--- src/rtl/ram_arbiter_rr.sv ---
// N-port arbiter onto a single-port RAM with narrow-master width adaptation.
// Fixed-priority or round-robin grant; a response pipeline routes each read lane back to its issuer.
module ram_arbiter_rr #(
   parameter int NUM_PORTS   = 4,
   parameter int ADDR_WIDTH  = 32,
   parameter int OUT_WIDTH   = 32,
   parameter int IN_WIDTH    = 32,
   parameter int RAM_LATENCY = 1,
   parameter int RR_MODE     = 1
) (
   input  logic                            clk,
   input  logic                            rst,
   input  logic [NUM_PORTS-1:0]            req_i,
   output logic [NUM_PORTS-1:0]            gnt_o,
   output logic [NUM_PORTS-1:0]            rvalid_o,
   input  logic [NUM_PORTS*ADDR_WIDTH-1:0] addr_i,
   input  logic [NUM_PORTS-1:0]            we_i,
   input  logic [NUM_PORTS*IN_WIDTH/8-1:0] be_i,
   input  logic [NUM_PORTS*IN_WIDTH-1:0]   wdata_i,
   output logic [NUM_PORTS*IN_WIDTH-1:0]   rdata_o,
   output logic                            ram_en_o,
   output logic [ADDR_WIDTH-1:0]           ram_addr_o,
   output logic                            ram_we_o,
   output logic [OUT_WIDTH/8-1:0]          ram_be_o,
   output logic [OUT_WIDTH-1:0]            ram_wdata_o,
   input  logic [OUT_WIDTH-1:0]            ram_rdata_i
);

   localparam int LANES = OUT_WIDTH / IN_WIDTH;
   localparam int IBE   = IN_WIDTH / 8;
   localparam int OBE   = OUT_WIDTH / 8;
   localparam int PW    = $clog2(NUM_PORTS);
   localparam int LW    = (LANES > 1) ? $clog2(LANES) : 1;

   if (IN_WIDTH > OUT_WIDTH || IN_WIDTH < 8 || OUT_WIDTH < 8 ||
       (IN_WIDTH & (IN_WIDTH - 1)) != 0 || (OUT_WIDTH & (OUT_WIDTH - 1)) != 0) begin : g_bad_width
      $error("ram_arbiter_rr: illegal IN_WIDTH/OUT_WIDTH combination");
   end
   if (NUM_PORTS < 2 || RAM_LATENCY < 1 || RAM_LATENCY > 4) begin : g_bad_param
      $error("ram_arbiter_rr: illegal NUM_PORTS or RAM_LATENCY");
   end

   logic [PW-1:0]         ptr;
   logic [PW-1:0]         win;
   logic [PW-1:0]         cand;
   logic                  found;
   logic [ADDR_WIDTH-1:0] win_addr;
   logic [IBE-1:0]        win_be;
   logic [IN_WIDTH-1:0]   win_wdata;
   logic [LW-1:0]         win_lane;
   logic [IN_WIDTH-1:0]   rd_lane_data;

   logic [RAM_LATENCY-1:0] vld_p;
   logic [PW-1:0]          port_p [RAM_LATENCY];
   logic [LW-1:0]          lane_p [RAM_LATENCY];

   function automatic logic [PW-1:0] wrap_idx(input logic [PW-1:0] base, input int off);
      int sum;
      sum = int'(base) + off;
      if (sum >= NUM_PORTS) sum = sum - NUM_PORTS;
      return sum[PW-1:0];
   endfunction

   // Arbitration: search starts at ptr (round-robin) or port 0 (fixed priority)
   always_comb begin
      win   = '0;
      cand  = '0;
      found = 1'b0;
      for (int i = 0; i < NUM_PORTS; i++) begin
         cand = (RR_MODE != 0) ? wrap_idx(ptr, i) : PW'(i);
         if (!found && req_i[cand]) begin
            win   = cand;
            found = 1'b1;
         end
      end
   end

   always_comb begin
      gnt_o = '0;
      if (found) gnt_o[win] = 1'b1;
   end

   assign win_addr  = addr_i[win*ADDR_WIDTH +: ADDR_WIDTH];
   assign win_be    = be_i[win*IBE +: IBE];
   assign win_wdata = wdata_i[win*IN_WIDTH +: IN_WIDTH];

   if (LANES > 1) begin : g_lane
      assign win_lane = win_addr[$clog2(OBE)-1 : $clog2(IBE)];
   end else begin : g_no_lane
      assign win_lane = '0;
   end

   assign ram_en_o    = |req_i;
   assign ram_addr_o  = win_addr;
   assign ram_we_o    = we_i[win];
   assign ram_be_o    = OBE'(win_be) << (win_lane * IBE);
   assign ram_wdata_o = {LANES{win_wdata}};

   // Stage boundary: response pipeline, valid bits and ptr are the only reset state
   always_ff @(posedge clk or posedge rst) begin
      if (rst) begin
         ptr   <= '0;
         vld_p <= '0;
      end else begin
         if (found) ptr <= wrap_idx(win, 1);
         vld_p[0] <= found;
         for (int s = 1; s < RAM_LATENCY; s++) vld_p[s] <= vld_p[s-1];
      end
   end

   always_ff @(posedge clk) begin
      port_p[0] <= win;
      lane_p[0] <= win_lane;
      for (int s = 1; s < RAM_LATENCY; s++) begin
         port_p[s] <= port_p[s-1];
         lane_p[s] <= lane_p[s-1];
      end
   end

   // Stage boundary: final stage steers the response
   always_comb begin
      rvalid_o = '0;
      if (vld_p[RAM_LATENCY-1]) rvalid_o[port_p[RAM_LATENCY-1]] = 1'b1;
   end

   assign rd_lane_data = ram_rdata_i[lane_p[RAM_LATENCY-1]*IN_WIDTH +: IN_WIDTH];
   assign rdata_o      = {NUM_PORTS{rd_lane_data}};

endmodule
--- config.mk ---
export PLATFORM = sky130hd
export DESIGN_NAME = ram_arbiter_rr
export DESIGN_NICKNAME = d
export VERILOG_FILES = /design/src/rtl/ram_arbiter_rr.sv
export SDC_FILE = /design/constraint.sdc
export NUM_CORES = 1
export LEC_CHECK = 0
export BUFFER_PORTS_ARGS = -buffer_cell sky130_fd_sc_hd__buf_2
export CORE_AREA = 5 5 201 203
export CTS_CLUSTER_DIAMETER = 100
export CTS_CLUSTER_SIZE = 16
export DETAILED_ROUTE_END_ITERATION = 7
export DIE_AREA = 0 0 206 208
export SKIP_CTS_REPAIR_TIMING = 1
export SKIP_LAST_GASP = 1
export SYNTH_ARGS = -nofsm -noshare
export SYNTH_HDL_FRONTEND = slang
export SYNTH_SLANG_ARGS = --single-unit
--- constraint.sdc ---
create_clock -name clk -period 5.2 [get_ports clk]
set_input_delay 1.04 -clock clk [delete_from_list [all_inputs] [get_ports clk]]
set_output_delay 1.04 -clock clk [all_outputs]
set_load 0.01 [all_outputs]
==> impl_results.md <==
* Result of the run: finished clean
* Leakage Power at 2.17 nW
* Crit path max-delay cell type: buf_4
* Ports at 520
* Clock root cell: clkbuf_16
* Cell Area, Placed at 0.00418 mm2
* Worst hold path cell count at 2
* Area of the placeable core at 0.0383 mm2
* Kind of path behind the tightest hold check: flop to flop
* Mean instance size in the synthesized netlist at 8.19 um2
* Effective utilization at floorplan at 0.0732
* Switching power of the nets at 859 uW
* Worst r2r dst: ptr[1]
* Placed cell count at 1066
* Fill cell total of the finished layout at 4437
* Post-layout utilization of the core at 0.111
* Clock tree skew after final layout at 2.75 ps
* Power Density at 392 mW/mm2
* Register-to-Register Path Depth at 6
* Reg-to-reg slack, setup at 3140 ps
* Buffer depth of the longest clock path at 2
* Number of detailed-routing iterations run before antenna repair at 6
* Seq/Total Area, Yosys at 0.0411
* Hold path start: ptr[0]
* Worst path arrival time at 2980 ps
* Post-route cell area at 0.00427 mm2
* Overall Global Routing Usage at 0.0700
* # clock sinks at 5
* Distinct cell type count after synthesis at 31
* Portion of total power attributed to the clock network at 0.075
* Fraction of final layout cells sized beyond drive strength 1 at 0.681
* Detailed-route DRC error count at 0
* Delay-heaviest family, CP: compound AO/OA/AOI/OAI gates
* Final routed wirelength across all metal layers at 17100 um
* Fmax at 249 MHz
* Combinational power share at 0.877
* Count of final setup violators at 0
* Most used cell along the critical path: buf_2
* Wire length per cell after detailed routing at 15.9 um
* Horizontal extent of the die at 206 um
* Post-detailed-route count of antenna-violating nets at 0
* Area Growth Syn to Fin at 52.3%
* Top layer used by detailed routing: met4
* Floorplan die height at 208 um
* Worst-margin pin slew at 949 ps
* Total Negative Setup Slacks at 0 ps
* Setup repair after global routing missed its margin: no
* Post-placement worst setup slack at 1150 ps
* Total chip power at 1.67 mW
* Clk_lat worst skew at 220 ps
* Largest vdd supply drop at 0.138 mV
* Met3 wire length at 2110 um
* Hold violation count in the final report at 0
* Row Count at 72
* Number of max-slew violations in the final report at 0
* Net count of the finished layout at 867
* Launching element type of the critical path: primary input
* Total via count after detailed routing at 3747
* Dpl hpwl at 14700 um
* Via/cell ratio at 3.49
* Maximum Capacitance Violations at 0
* Final cell count without fillers at 1073
* Crit path cell chain: buf_2, o21ai_1, o211a_4, buf_4, a22o_1, a221o_1, buf_2
* Final worst setup slack at 1180 ps
* CTS clock-pin slew for the worst setup and hold paths at 30 ps
* Sink of the worst hold path: ptr[0]
* Met2 wirelength from detailed routing at 7860 um
* Fraction of power spent switching nets at 0.514
* Initial antenna violation count at 3
* Post-Syn Instances at 342
* Crit path max fanout at 33
* Period Utilization, post-route at 0.773
* Int Power at 813 uW
* Synthesized netlist net count at 656
* CTS H-Tree Depth at 1
* WL met1 at 6650 um
* Hold slack at 696 ps
* Number of global-route vias before repair at 3913
* Category of the critical setup timing path: primary input to output port
* YS warnings at 0
* TritonCTS clock tree: done
* Kind of end point of the critical path: output port
* I/O Buffers at 359
* Sequential share of power at 0.048
* Iteration-0 DRC count of the detailed router at 222
* Maximum number of pins on one net before global-route repair at 71
* CP Buf/Inv Count at 3
* Die footprint at 0.0428 mm2
* Final Wtd Congestion at 0.870
* Clock buffer count from CTS at 3
* Worst relative slew slack at 0.368
* Synthesized cell area at 0.00280 mm2
* Flip-flop and latch count after synthesis at 5
* Worst reg2reg startpoint: ptr[0]
* Required time at the endpoint of the critical path at 4160 ps
* First-pass GRT wire length at 23200 um
* Time the worst path needs with I/O delays and setup at 4020 ps
* Overflow after GRT at 0
* Slowest cell delay on critical path at 470 ps
==> routing by layer <==
| metal | vias up | track usage |
|---|---|---|
| met3 | 45 | 0.0226 |
| met5 | - | 0 |
| met4 | 0 | 0.0193 |
| met2 | 322 | 0.117 |
| li1 | 1658 | - |
| met1 | 1722 | 0.0863 |
==> worst max path at each step <==
stage / startpoint / endpoint / slack, ps / cells past startpoint
6_report: req_i[3] / ram_wdata_o[21] / 1180 / 7
2_1_floorplan: req_i[3] / ram_be_o[2] / 1690 / 7
3_5_place_dp: req_i[3] / ram_wdata_o[21] / 1150 / 7
4_1_cts: req_i[3] / ram_wdata_o[21] / 1150 / 7
3_3_place_gp: req_i[3] / ram_wdata_o[21] / 1160 / 7
5_1_grt: req_i[2] / ram_wdata_o[21] / 1040 / 7
==> power by group through the flow <==
stage               logic (mW)  clock network, mW  registers (mW)
finish                    1.47              0.125          0.0809
global route              1.57              0.132          0.0847
CTS                       1.48              0.128          0.0810
detailed placement        1.47                  0          0.0805
global placement          1.46                  0          0.0789
floorplan                 1.00                  0          0.0706
==> cell families (layout without fill, tap and decap cells) <==
group / Yosys count / count (layout) / synth area share
flip-flops: 5 / 5 / 0.0411
other: 0 / 3 / 0
AND/OR/NAND/NOR: 24 / 24 / 0.0487
AO/OA/AOI/OAI: 151 / 151 / 0.501
buffers and inverters: 162 / 372 / 0.409
==> state kept, by name, summed over array words and instances (netlist names) <==
| signal | count |
|---|---|
| vld_p | 1 |
| port_p | 2 |
| ptr | 2 |
==> area by class of cell <==
class	instances	area, um2	share of cell area
diodes	3	7.51	0.00176
clock buffers	4	78.8	0.0185
inverters	3	11.3	0.00264
multi-input cells	175	1570	0.367
flip-flops and latches	5	115	0.0270
well taps	518	648	0.152
repair buffers	365	1840	0.432
==> cell usage in the layout (no fill, tap or decap), types with 2 or more instances in the layout <==
master and instances:
buf_2 359, a22o_1 69, a221o_1 69, nor2_1 9, buf_4 6, a21oi_1 4
diode_2 3, nand2_1 3, inv_1 3, clkbuf_16 3, dfrtp_1 3, nand2b_1 2
o21ai_1 2, dfxtp_1 2
==> cells in the mapped netlist <==
| cell type | n | area [um2] |
|---|---|---|
| a21oi_1 | 4 | 20.0 |
| nor2_2 | 1 | 6.26 |
| and2b_1 | 1 | 7.51 |
| o21ai_1 | 2 | 10.0 |
| clkbuf_1 | 21 | 78.8 |
| nor2b_4 | 1 | 13.8 |
| or4_4 | 1 | 11.3 |
| o21ai_0 | 1 | 5.00 |
| a211oi_4 | 1 | 20.0 |
| nand2b_1 | 2 | 12.5 |
| nor3b_1 | 1 | 7.51 |
| buf_4 | 129 | 968 |
| and3_1 | 1 | 6.26 |
| o221a_1 | 1 | 11.3 |
| buf_2 | 2 | 10.0 |
| nand2_1 | 3 | 11.3 |
| a22o_1 | 69 | 604 |
| a21o_1 | 1 | 7.51 |
| or3_1 | 1 | 6.26 |
| o211a_1 | 1 | 10.0 |
| dfrtp_1 | 3 | 75.1 |
| o211ai_2 | 1 | 12.5 |
| dfxtp_1 | 2 | 40.0 |
| o31ai_2 | 1 | 12.5 |
| inv_1 | 3 | 11.3 |
| and3b_1 | 1 | 8.76 |
| nor2b_1 | 1 | 6.26 |
| buf_6 | 7 | 78.8 |
| nor3_1 | 1 | 5.00 |
| nor2_1 | 9 | 33.8 |
| a221o_1 | 69 | 691 |
==> tightest hold or removal path: stages, from the launching register on <==
cell     delay (ps)
dfrtp_1         470
nor2_1          140
nor2_1           40
Power figures use the tool's default switching activity.
